**config.mk**
```make
export PLATFORM = sky130hd
export DESIGN_NAME = sram_wb_bridge_flat
export DESIGN_NICKNAME = d
export VERILOG_FILES = /design/src/rtl/sram_wb_bridge_pkg.sv /design/src/rtl/sram_wb_bridge_if.sv /design/src/rtl/sram_wb_bridge.sv /design/src/flat_wrapper.sv
export SDC_FILE = /design/constraint.sdc
export NUM_CORES = 1
export LEC_CHECK = 0
export ABC_AREA = 0
export CELL_PAD_IN_SITES_DETAIL_PLACEMENT = 1
export CELL_PAD_IN_SITES_GLOBAL_PLACEMENT = 2
export CORE_ASPECT_RATIO = 1.75
export CORE_MARGIN = 2
export CORE_UTILIZATION = 10
export DETAILED_ROUTE_END_ITERATION = 8
export PLACE_DENSITY = 0.95
export SYNTH_ARGS = -nofsm -noshare
export SYNTH_HDL_FRONTEND = slang
export SYNTH_SLANG_ARGS = --single-unit
```
**constraint.sdc**
```tcl
create_clock -name clk -period 2.03 [get_ports clk]
set_input_delay 0.203 -clock clk [delete_from_list [all_inputs] [get_ports clk]]
set_output_delay 0.203 -clock clk [all_outputs]
set_load 0.01 [all_outputs]
```
**src/rtl/sram_wb_bridge_pkg.sv**
```systemverilog
// Shared types and constants for the Wishbone-to-SRAM bridge.
// Holds the FSM state enum, the word-width derivation and the byte-offset width.
package sram_bridge_pkg;

    // Low address bits that select a byte within a word; the SRAM is word-addressed.
    localparam int BYTE_OFFSET_W = 2;

    typedef enum logic [1:0] {
        IDLE = 2'd0,
        READ = 2'd1,
        ACK  = 2'd2
    } state_t;

    function automatic int word_size(input int byte_count);
        return 8 * byte_count;
    endfunction

endpackage

```
**src/rtl/sram_wb_bridge_if.sv**
```systemverilog
// Wishbone classic bus bundle between a bus master and the sram_wb_bridge slave.
// Carries the cycle/strobe request, the write payload, and the ack/read-data/busy response.
interface sram_wb_bridge_if
    import sram_bridge_pkg::*;
#(
    parameter int BYTE_COUNT   = 4,
    parameter int ADDRESS_SIZE = 9
);
    localparam int WORD_SIZE = word_size(BYTE_COUNT);

    // Handshake: a transfer is offered while wbCyc & wbStb are high and is taken on
    // the first edge the slave is idle; the slave then raises wbAck for exactly one
    // cycle (only while wbCyc is still high), and wbBusy marks every non-idle cycle.
    logic                                  wbCyc;
    logic                                  wbStb;
    logic                                  wbWe;
    logic [BYTE_COUNT-1:0]                 wbSel;
    logic [ADDRESS_SIZE+BYTE_OFFSET_W-1:0] wbAddress;
    logic [WORD_SIZE-1:0]                  wbDataWrite;
    logic                                  wbAck;
    logic [WORD_SIZE-1:0]                  wbDataRead;
    logic                                  wbBusy;

    modport master (
        output wbCyc, wbStb, wbWe, wbSel, wbAddress, wbDataWrite,
        input  wbAck, wbDataRead, wbBusy
    );

    modport slave (
        input  wbCyc, wbStb, wbWe, wbSel, wbAddress, wbDataWrite,
        output wbAck, wbDataRead, wbBusy
    );

endinterface

```
**src/rtl/sram_wb_bridge.sv**
```systemverilog
// Wishbone classic slave driving the primary RW port of a one-cycle-latency SRAM.
// Define SRAM_READ_REG_EN to register SRAM read data for one extra cycle before the ack.
module sram_wb_bridge
    import sram_bridge_pkg::*;
#(
    parameter  int BYTE_COUNT   = 4,
    parameter  int ADDRESS_SIZE = 9,
    localparam int WORD_SIZE    = word_size(BYTE_COUNT)
) (
    input  logic                    clk,
    input  logic                    rst,
    sram_wb_bridge_if.slave         wb,
    output logic                    sramSelect,
    output logic                    sramWriteEnable,
    output logic [BYTE_COUNT-1:0]   sramWriteMask,
    output logic [ADDRESS_SIZE-1:0] sramAddress,
    output logic [WORD_SIZE-1:0]    sramDataWrite,
    input  logic [WORD_SIZE-1:0]    sramDataRead,
    output state_t                  debug_state
);

    state_t               state;
    logic                 last_read;
    logic                 request;
    logic [WORD_SIZE-1:0] read_source;
    logic                 unused_addr_bits;

    // Reset gates the request so the SRAM is never selected while rst is high.
    assign request = wb.wbCyc & wb.wbStb & (state == IDLE) & ~rst;

    assign sramSelect       = request;
    assign sramWriteEnable  = request & wb.wbWe;
    assign sramWriteMask    = wb.wbWe ? wb.wbSel : '0;
    assign sramAddress      = wb.wbAddress[ADDRESS_SIZE+BYTE_OFFSET_W-1:BYTE_OFFSET_W];
    assign sramDataWrite    = wb.wbDataWrite;
    assign unused_addr_bits = ^wb.wbAddress[BYTE_OFFSET_W-1:0];

    assign wb.wbAck     = (state == ACK) & wb.wbCyc & ~rst;
    assign wb.wbBusy    = (state != IDLE) & ~rst;
    assign wb.wbDataRead = (last_read & ~rst) ? read_source : '0;
    assign debug_state  = state;

`ifdef SRAM_READ_REG_EN
    logic [WORD_SIZE-1:0] read_data;
    assign read_source = read_data;
`else
    assign read_source = sramDataRead;
`endif

    always_ff @(posedge clk) begin
        if (rst) begin
            state     <= IDLE;
            last_read <= 1'b0;
`ifdef SRAM_READ_REG_EN
            read_data <= '0;
`endif
        end else begin
            case (state)
                IDLE: begin
                    if (request) begin
                        last_read <= ~wb.wbWe;
`ifdef SRAM_READ_REG_EN
                        state     <= wb.wbWe ? ACK : READ;
`else
                        state     <= ACK;
`endif
                    end
                end
`ifdef SRAM_READ_REG_EN
                // SRAM output is valid here; capture it whether or not wbCyc is still high.
                READ: begin
                    read_data <= sramDataRead;
                    state     <= ACK;
                end
`endif
                ACK:     state <= IDLE;
                default: state <= IDLE;
            endcase
        end
    end

endmodule
```
**src/flat_wrapper.sv**
```systemverilog
// flat-port wrapper written by rule: the top's interface ports become plain ports
module sram_wb_bridge_flat import sram_bridge_pkg::*;
#(
    parameter  int BYTE_COUNT   = 4,
    parameter  int ADDRESS_SIZE = 9,
    localparam int WORD_SIZE    = word_size(BYTE_COUNT)
)
  (clk, rst, sramSelect, sramWriteEnable, sramWriteMask, sramAddress, sramDataWrite, sramDataRead, debug_state, wb_wbCyc, wb_wbStb, wb_wbWe, wb_wbSel, wb_wbAddress, wb_wbDataWrite, wb_wbAck, wb_wbDataRead, wb_wbBusy);
  sram_wb_bridge_if #(.BYTE_COUNT(BYTE_COUNT), .ADDRESS_SIZE(ADDRESS_SIZE)) wb_i ();
  input  logic clk;
  input  logic rst;
  output logic sramSelect;
  output logic sramWriteEnable;
  output logic [BYTE_COUNT-1:0] sramWriteMask;
  output logic [ADDRESS_SIZE-1:0] sramAddress;
  output logic [WORD_SIZE-1:0] sramDataWrite;
  input  logic [WORD_SIZE-1:0] sramDataRead;
  output state_t debug_state;
  input wire logic [$bits(wb_i.wbCyc)-1:0] wb_wbCyc;
  input wire logic [$bits(wb_i.wbStb)-1:0] wb_wbStb;
  input wire logic [$bits(wb_i.wbWe)-1:0] wb_wbWe;
  input wire logic [$bits(wb_i.wbSel)-1:0] wb_wbSel;
  input wire logic [$bits(wb_i.wbAddress)-1:0] wb_wbAddress;
  input wire logic [$bits(wb_i.wbDataWrite)-1:0] wb_wbDataWrite;
  output wire logic [$bits(wb_i.wbAck)-1:0] wb_wbAck;
  output wire logic [$bits(wb_i.wbDataRead)-1:0] wb_wbDataRead;
  output wire logic [$bits(wb_i.wbBusy)-1:0] wb_wbBusy;
  assign wb_i.wbCyc = wb_wbCyc;
  assign wb_i.wbStb = wb_wbStb;
  assign wb_i.wbWe = wb_wbWe;
  assign wb_i.wbSel = wb_wbSel;
  assign wb_i.wbAddress = wb_wbAddress;
  assign wb_i.wbDataWrite = wb_wbDataWrite;
  assign wb_wbAck = wb_i.wbAck;
  assign wb_wbDataRead = wb_i.wbDataRead;
  assign wb_wbBusy = wb_i.wbBusy;
  sram_wb_bridge #(.BYTE_COUNT(BYTE_COUNT), .ADDRESS_SIZE(ADDRESS_SIZE)) u_core (.clk(clk), .rst(rst), .wb(wb_i), .sramSelect(sramSelect), .sramWriteEnable(sramWriteEnable), .sramWriteMask(sramWriteMask), .sramAddress(sramAddress), .sramDataWrite(sramDataWrite), .sramDataRead(sramDataRead), .debug_state(debug_state));
endmodule
```
# After elaboration in Yosys (flattened, before gate mapping)
# Index checks and enable logic that the tools add are counted.
dict set report word_totals {
  word_cells 18
  input_bits 84
  output_inout_bits 83
  regBits 2
}
dict set report op_classes {
  bitwise 11
  mux 2
  n_reduce_logical 3
}
# operator n
set ops {}
lappend ops {{$mux W32} 1}
lappend ops {{$and A1 B1 Y1} 8}
lappend ops {{$mux W4} 1}
lappend ops {{$not A1 Y1} 3}
lappend ops {{$logic_not A2 Y1} 1}
lappend ops {{$reduce_and A2 Y1} 1}
lappend ops {{$reduce_or A2 Y1} 1}

# Logic depth before layout (Yosys ltp)
dict set report logic_depth {
  ltp_word 4
  ltp_mapped 3
  depth_no_buf 2
}

# Least setup slack after synthesis
# OpenSTA, ideal clock, no wires.
dict set report synth_timing {
  kind {flip-flop to output port}
  start {register u_core.state[1], in the netlist u_core.debug_state[1]}
  end {output port sramWriteEnable}
  arrival_ps 851
  path_slack_ps 976
  n_path_buf 0
  stages_incl_launch_ff 3
  required_time_ps 1827
  path_cell_list {dfxtp_1 -> and4bb_2 -> and2_1}
}
dict set report synth_via {
  elab_chain_cells 4
}
# element line_no
set synth_lines {}
lappend synth_lines {{start, declared} sram_wb_bridge.sv:22} ;# state_t state;
lappend synth_lines {{start signal, assigned} sram_wb_bridge.sv:52} ;# state <= IDLE;
lappend synth_lines {{start signal, assigned} sram_wb_bridge.sv:65} ;# state <= ACK;
lappend synth_lines {{start signal, assigned} sram_wb_bridge.sv:76} ;# ACK: state <= IDLE;
lappend synth_lines {{$logic_not A2 Y1} sram_wb_bridge.sv:29} ;# assign request = wb.wbCyc & wb.wbStb & (state == IDLE) & ~rst;
lappend synth_lines {{$and A1 B1 Y1 (2 in series)} sram_wb_bridge.sv:29}
lappend synth_lines {{net sramSelect} flat_wrapper.sv:12} ;# output logic sramSelect;
lappend synth_lines {{$and A1 B1 Y1} sram_wb_bridge.sv:32} ;# assign sramWriteEnable = request & wb.wbWe;
lappend synth_lines {{end, declared} flat_wrapper.sv:13} ;# output logic sramWriteEnable;
# The timed path passes the listed nets, and every way through them passes these cells.

# Final worst setup path
dict set report layout_timing {
  start {input port rst}
  end {output port sramWriteEnable}
}
dict set report layout_via {
  elab_chain_cells 3
}
# element line_no
set layout_lines {}
lappend layout_lines {{start, declared} flat_wrapper.sv:11} ;# input logic rst;
lappend layout_lines {{$not A1 Y1} sram_wb_bridge.sv:29}
lappend layout_lines {{$and A1 B1 Y1} sram_wb_bridge.sv:29}
lappend layout_lines {{$and A1 B1 Y1} sram_wb_bridge.sv:32}
# Every way passes these cells.

==> PnR_summary.wiki <==
{| class="wikitable"
! Metric !! Value
|-
| Run status || complete, no violations
|-
| Area share of the largest cell type after synthesis || 44.6%
|-
| Multiplexer share of the synthesized area || 1.59%
|-
| I/O pin count || 167
|-
| Max stage delay on crit path || 0.54 ns
|-
| Placeable core region || 0.00686 sq mm
|-
| Top cell family by delay on the critical path || buffers and inverters
|-
| CP required || 1.83 ns
|-
| Diodes inserted || 0
|-
| TritonCTS clock tree || yes
|-
| Fraction of final layout cells with drive strength greater than 1 || 24.4%
|-
| Area Growth Syn to Fin || 100%
|-
| Final RePlAce weighted congestion || 0.583
|-
| Ratio of total power to cell area || 349 mW/mm^2
|-
| Final ANT Viol Nets || 0
|-
| Total global routing track utilization || 6.64%
|-
| Number of pins exceeding their max-slew limit in the final report || 0
|-
| Simple-gate share of the synthesized area || 45.5%
|-
| NumNets Final || 221
|-
| Hold violation count in the final report || 0
|-
| Compound-cell area share of the yosys netlist || 0%
|-
| Worst-path fanout max || 5
|-
| Standard-cell rows || 40
|-
| Min cycle time layout || 1.96 ns
|-
| Die width || 67.6 um
|-
| Dominant combinational cell family by area after synthesis || buffers and inverters
|-
| Cell-by-cell listing of the critical path || clkdlybuf4s50_1 -> buf_4 -> and4bb_2 -> and2_1 -> clkdlybuf4s50_1
|-
| Startpoint type of the worst setup path || input port
|-
| Number of buffers inserted by port buffering || 81
|-
| Wirelength, routed || 2.73 mm
|-
| Max IR drop VDD || 0.000414 V
|-
| Wire length of the first global-routing pass || 3.79 mm
|-
| Die Span Y || 115 um
|-
| Count of vias placed by the detailed router || 738
|-
| Setup TNS || 0 ns
|-
| Leakage power of the design || 0.000533 uW
|-
| Setup repair after global routing missed its margin || false
|-
| Final number of setup-violating endpoints || 0
|-
| Cell types with the largest area share after synthesis || buf_4 (45%), and2_2 (22%), and2_1 (14%), dfxtp_1 (5.7%), and4bb_2 (3.5%)
|-
| Total DRC errors in the routed layout || 0
|-
| Crit share post-route || 96.5%
|-
| Post-detailed-route wirelength per cell || 12.4 um
|-
| Final HPWL DP || 2.36 mm
|-
| Buf/Inv on CP || 3
|-
| GRT Residual Overflow || 0
|-
| Final Util || 20.6%
|-
| Clock latency at the later pin of the worst-skew pair || 0.22 ns
|-
| XOR/XNOR share of the synthesized area || 0%
|-
| Setup Skew || 0.00104 ns
|-
| DRC violation total after the first TritonRoute iteration || 1
|-
| Most frequent cells in the layout || clkdlybuf4s50_1 (81), and2_2 (21), and2_1 (16), clkbuf_16 (3)
|-
| Number of warning messages in the yosys log || 0
|-
| Mapped cell area || 707 sq um
|-
| Post CTS Setup Buffer Count || 0
|-
| Type of element capturing the critical path || output pin
|-
| Max-cap check violation count || 0
|-
| Root cell of the clock tree || clkbuf_16
|-
| Final non-filler cell area || 0.00142 sq mm
|-
| Count of distinct cell types in the synthesized netlist || 13
|-
| Number of gates resized after cts || 0
|-
| Vias per inst || 3.37
|-
| Min-delay worst type || in -> out
|-
| Via count of the first global-routing pass || 759
|-
| Adder and majority gate portion of the synthesized area || 0%
|-
| Worst setup path category || in -> out
|-
| Num Clock Sinks || 2
|-
| Die area || 0.00778 sq mm
|-
| Total of hold buffers inserted after clock tree synthesis || 0
|-
| Critical path's most frequent cell || clkdlybuf4s50_1
|-
| Register bit total from synthesis || 2
|-
| Portion of the post-synthesis area used by sequential elements || 5.66%
|-
| Biggest area consumer among synthesized cells || buf_4
|-
| Net count of the mapped netlist || 177
|-
| Detailed-routing iteration count for the pre-antenna-repair pass || 2
|-
| Slowest cell on crit path || clkdlybuf4s50_1
|-
| Post-Synthesis Cells || 93
|-
| Synth Area per Inst || 7.60 sq um
|-
| Deepest clock path buffer count || 2
|-
| Most common cell after layout, fill and taps aside || clkdlybuf4s50_1
|-
| Worst Path Arrival || 1.76 ns
|-
| Maximum level of the CTS H-tree || 1
|-
| Max frequency || 0.510 GHz
|-
| Placed cell areas || 0.00134 sq mm
|-
| Initial Util || 10.3%
|-
| Pin count of the biggest net entering global routing || 18
|-
| Antenna violations before repair || 0
|-
| Number of clock buffers inserted by TritonCTS || 3
|}
[per-layer routing]
layer	part of all wire (%)	vias up	track usage, %
met4	9.5	0	7.62
li1	-	324	-
met3	17	37	1.66
met2	48	80	12.0
met5	0	-	0
met1	25	297	4.92
[Yosys cell counts, drive strengths merged]
cell type and n:
nor2b 1, nand3b 1, clkbuf 3, and2 37, nor2 1, dfxtp 2
and2b 1, mux2 1, and4bb 2, buf 42, and3b 1, conb 1
[sequential cells by signal (all words and copies together) (netlist names)]
signal / count
u_core.debug_state: 1
u_core.last_read: 1
[cell type report]
cell class	count	area, sq um
clock buffers	3	75.1
fillers	815	5440
multi-input cells	46	337
flip-flops and latches	2	40.0
well taps	84	105
repair buffers	84	858
[where the power goes]
group / switching (uW) / internal (uW) / leakage (uW) / total [uW]
registers: 1.24 / 41.5 / 0.0000164 / 42.7
clock network: 45.3 / 251 / 0.0000370 / 296
logic: 40.3 / 115 / 0.000479 / 155
total: 86.8 / 407 / 0.000533 / 494
[worst paths after layout]
kind	cells past startpoint	endpoint	startpoint	slack [ns]
worst max-delay path	5	sramWriteEnable	rst	0.07
worst min register to register	1	u_core.debug_state[1]	u_core.debug_state[1]	0.68
worst min-delay path	0	sramDataWrite[14]	wb_wbDataWrite[14]	0.41
worst max register to register	2	u_core.last_read	u_core.debug_state[1]	1.06
[cells by family (layout without fill, tap and decap cells)]
family / count (synthesis) / count (layout)
buf+inv: 45 / 87
flops: 2 / 2
mux: 1 / 1
other cells: 1 / 1
simple gates: 44 / 44
[through the flow]
stage          cells  worst slack [ns]  hold slack, ns  power, uW
2_1_floorplan     93             0.976           0.426        162
3_3_place_gp     216            0.0610           0.406        198
3_5_place_dp     216            0.0385           0.406        200
4_1_cts          219            0.0374           0.406        502
5_1_grt          219          0.000520           0.406        514
6_report         219            0.0702           0.406        494
Power figures use the tool's default switching activity.
==> patch 1: new RTL, same settings <==
Add a define of `SRAM_READ_REG_EN`.
--- a/src/rtl/sram_wb_bridge.sv
+++ b/src/rtl/sram_wb_bridge.sv
@@ -1,5 +1,7 @@
 // Wishbone classic slave driving the primary RW port of a one-cycle-latency SRAM.
 // Define SRAM_READ_REG_EN to register SRAM read data for one extra cycle before the ack.
+`define SRAM_READ_REG_EN
+
 module sram_wb_bridge
     import sram_bridge_pkg::*;
 #(
Function: changed (a bounded check fails within 4 cycles, from zero or initial values and one cycle with rst high).
==> patch 1 against the original RTL <==
Final cell count rose by 140%; synthesized cell count rose to 2.5 times the old value; cell area rose by 97%; combinational power rose by 15%; sequential cell count rose by 33; critical endpoint is now wb_wbDataRead[0]; synthesized area rose to 2.5 times the old value; power rose to 3.5 times the old value; worst setup slack improved by 0.099 ns; routed wire length rose by 110%; critical path depth fell by 1; maximum frequency rose by 5.3%.
==> patch 1: results <==
group,metric,value,unit
logic_synthesis,synth.distinct_cells,18,
cts,cts_made_buffers,5,
hold_path,hp-class,"primary input to flop",
pwr,p_leak,0.943,nW
global_routing,grt_pass1_vias,1708,
worst_setup_path,worstPathMaxFanout,33,
pwr,peakVddDrop,0.228,mV
global_routing,grt_use_total,6.23,%
cells_and_area,drive_gt1_share,8.80,%
global_routing,grt_first_pass_wirelength,8950,um
detailed_routing,drt-wirelength-per-cell,11.3,um
cts,cts-htree-levels,2,
detailed_routing,vias_per_cell,3.14,
place,place_inst,507,
pwr,p_switching,374,uW
logic_synthesis,syn-num-nets,321,
logic_synthesis,syn_inst,237,
place,hpwl,4260,um
worst_setup_path,critPathSlowestCell,"clkdlybuf4s50_1",
cells_and_area,finalNetCount,367,
place,port_buffers,82,
logic_synthesis,synth_mux_area_share,0,%
place,gp_congestion,0.644,
logic_synthesis,yosysSeqAreaShare,38.9,%
place,dpl_cell_area,0.00264,mm2
cells_and_area,fin_cells,515,
run_status,outcome,"completed",
logic_synthesis,synth_edf_count,0,
worst_setup_path,crit_start,"u_core.last_read$_SDFFE_PP0P_",
logic_synthesis,synth_compound_area_share,9.94,%
logic_synthesis,ys_top_cells_by_count,"nand2_1, buf_4, and2_1",
global_routing,grt_start_max_net_pins,34,
timing,fin_skew,0.00327,ns
patch 1: through the flow:
step                      utilization (%)  setup WS, ns
after floorplan                         -         0.648
after global placement               15.0       -0.0705
after detailed placement             15.0       -0.0808
after CTS                            15.9         0.125
after global routing                 15.9        0.0570
final                                15.9         0.170
patch 1: cell families after synthesis:
group,after synthesis
buffers and inverters,56
and+or+nand+nor,111
AOI/OAI and AO/OA,35
DFF,35
patch 1: per-layer routing:
metal / up-vias / part of all wire, % / track usage [%]
met5: - / 0 / 0
met1: 739 / 39 / 6.57
met2: 64 / 50 / 11.1
met3: 20 / 6.2 / 1.08
li1: 792 / - / -
met4: 0 / 3.9 / 4.21
patch 1: path summary, 6_finish.rpt:
| kind | slack (ns) | cells after the start | endpoint |
|---|---|---|---|
| max reg2reg | 0.57 | 5 | u_core.read_data[8]$_SDFFE_PP0N_ |
| min | 0.36 | 4 | u_core.debug_state[0]$_SDFFE_PP0P_ |
| min reg2reg | 0.45 | 2 | u_core.read_data[10]$_SDFFE_PP0N_ |
| max | 0.17 | 4 | wb_wbDataRead[0] |
patch 1: what timing repair did:
item                                    in CTS  in global routing
endpoints found under the setup margin       2                  0
hold buffers                                 0                  0
gates resized for setup                      2                  0
hold endpoints to repair                     0                  0
patch 1: final cells by class:
type                       instances  area [um2]
clock buffer                       8         156
tap                              231         289
inverter                           1        3.75
timing repair buffer              94         916
fill                            2085       14700
multi-input combinational        146         723
sequential                        35         701
patch 1: power by group through the flow:
stage | clock (mW) | combinational [mW] | sequential [mW]
floorplan | 0 | 0.137 | 0.724
global placement | 0 | 0.182 | 0.723
detailed placement | 0 | 0.183 | 0.723
CTS | 0.876 | 0.183 | 0.708
global route | 0.898 | 0.197 | 0.709
finish | 0.821 | 0.178 | 0.708
==> patch 2: new RTL, same settings <==
Made on the original files. Put one more register stage on the output `debug_state`, without a reset. The value now appears one clock later. The other outputs are not delayed to match.
--- a/src/rtl/sram_wb_bridge.sv
+++ b/src/rtl/sram_wb_bridge.sv
@@ -38,7 +38,9 @@
     assign wb.wbAck     = (state == ACK) & wb.wbCyc & ~rst;
     assign wb.wbBusy    = (state != IDLE) & ~rst;
     assign wb.wbDataRead = (last_read & ~rst) ? read_source : '0;
-    assign debug_state  = state;
+    always_ff @(posedge clk) begin
+        debug_state <= state;
+    end
 
 `ifdef SRAM_READ_REG_EN
     logic [WORD_SIZE-1:0] read_data;
Function: changed (Yosys sat finds a counterexample within 4 cycles, from zero or initial values and one cycle with rst high).
==> patch 2 against the original RTL <==
Worst setup slack improved by 0.12 ns; critical path depth fell by 1; power rose by 8.5%; cell area rose by 0.88%; synthesized area rose by 2.8%; sequential cell count rose by 1; routed wire length rose by 9.9%; die area rose by 2.7%.
==> patch 2: results <==
group,metric,value,unit
pwr,peakVddDrop,0.440,mV
detailed_routing,drt-wirelength-per-cell,13.4,um
cts,clk-insertion-delay-late,0.23,ns
cts,cts_setup_buffers,0,
cts,clk_path_buf_depth,2,
detailed_routing,drt_iter0_drc,2,
logic_synthesis,yosysSeqAreaShare,8.26,%
place,port_buffers,81,
logic_synthesis,synth-async-reset-ratio,0,%
cells_and_area,fillers,848,
cts,cts_resized,0,
cts,cts_root_buffer,"clkbuf_16",
hold_path,whs_path_depth,0,
cells_and_area,finalNetCount,222,
worst_setup_path,worstRegToRegCells,3,
cts,cts_made_buffers,3,
global_routing,grt_use_total,7.15,%
worst_setup_path,worstPathMaxFanout,4,
cells_and_area,stdcell_area,0.00143,mm2
place,hpwl,2490,um
logic_synthesis,synth.distinct_cells,13,
worst_setup_path,r2r-start,"u_core.last_read$_SDFFE_PP0P_",
logic_synthesis,synth_ff_type,"dfxtp_1",
run_status,outcome,"completed",
global_routing,grt_first_pass_wirelength,3930,um
place,gp_congestion,0.669,
detailed_routing,drt-pass1-iter-count,2,
logic_synthesis,synth.top_cells.by_area,"buf_4, and2_2, and2_1",
cells_and_area,n_antenna_cell,0,
worst_setup_path,reg2reg_slack,1.07,ns
global_routing,grtUsageMet3,1.43,%
place,place_ws,0.0110,ns
hold_path,hold_end,"u_core.debug_state[1]$_DFF_P_",
cells_and_area,drive_gt1_share,24.1,%
hold_path,min_from,"u_core.state[1]$_SDFFE_PP0P_",
job,drv_cap,0,
cts,clkTransAtPathRegs,0.03,ns
detailed_routing,vias_per_cell,3.44,
global_routing,grt_pass1_vias,812,
global_routing,antenna_found_initial,0,
global_routing,met1_usage,3.85,%
worst_setup_path,crit_arrival,1.63,ns
timing,fin_skew,0.00134,ns
pwr,p_leak,0.547,nW
pwr,p_int,434,uW
cts,cts-htree-levels,1,
place,dpl_cell_area,0.00133,mm2
worst_setup_path,r2r-end,"u_core.last_read$_SDFFE_PP0P_",
logic_synthesis,syn-num-nets,178,
hold_path,hp-class,"flop to flop",
logic_synthesis,ys_top_cells_by_count,"buf_4, and2_2, and2_1",
global_routing,met2_usage,12.8,%
cells_and_area,top_regs,"u_core.debug_state: 1 flops, u_core.last_read: 1 flops, u_core.state: 1 flops",
logic_synthesis,yosys_warnings,0,
global_routing,grt_start_max_net_pins,22,
## patch 2: layout make-up
class,count,area share (%)
Multi-Input combinational cell,46,23.9
Clock buffer,4,5.52
Timing Repair Buffer,84,58.8
Tap cell,86,7.54
Sequential cell,3,4.21
## patch 2: power by group through the flow
stage	Clock, mW	Combinational (mW)	Sequential (mW)
floorplan	0	0.118	0.0641
global placement	0	0.152	0.0640
detailed placement	0	0.153	0.0642
CTS	0.325	0.154	0.0634
global route	0.329	0.166	0.0639
finish	0.319	0.153	0.0634
## patch 2: cell families (layout without fill, tap and decap cells)
family        after synthesis  count (layout)  synth area share (%)
buf+inv                    45              88                  45.4
flops                       3               3                  8.26
mux                         1               1                  1.55
other cells                 1               1                 0.516
simple gates               44              44                  44.2
## patch 2: stage by stage
step	std cells	hold WS [ns]
after floorplan	94	0.367
after global placement	218	0.396
after detailed placement	218	0.401
after CTS	222	0.406
final	223	0.398
after global routing	223	0.406
## patch 2: worst max path at each step
stage / slack, ns / cells after the start / start / to
after floorplan: 1.02 / 3 / u_core.last_read$_SDFFE_PP0P_ / wb_wbDataRead[10]
after global placement: 0.03 / 5 / rst / wb_wbDataRead[23]
after detailed placement: 0.01 / 5 / rst / wb_wbDataRead[25]
after CTS: 0.01 / 5 / rst / wb_wbDataRead[25]
after global routing: 0.15 / 4 / wb_wbCyc / sramWriteEnable
final: 0.19 / 4 / wb_wbCyc / sramWriteEnable
## patch 2: worst max-delay path: stages
cell and delay (ns):
clkdlybuf4s50_1 0.51, and4bb_2 0.25, and2_1 0.13, clkdlybuf4s50_1 0.53
## patch 2: metal layers
layer / wire, um / vias to the layer above
met3: 450 / 51
li1: - / 328
met2: 1460 / 75
met1: 659 / 314
met5: 0 / -
met4: 429 / 0
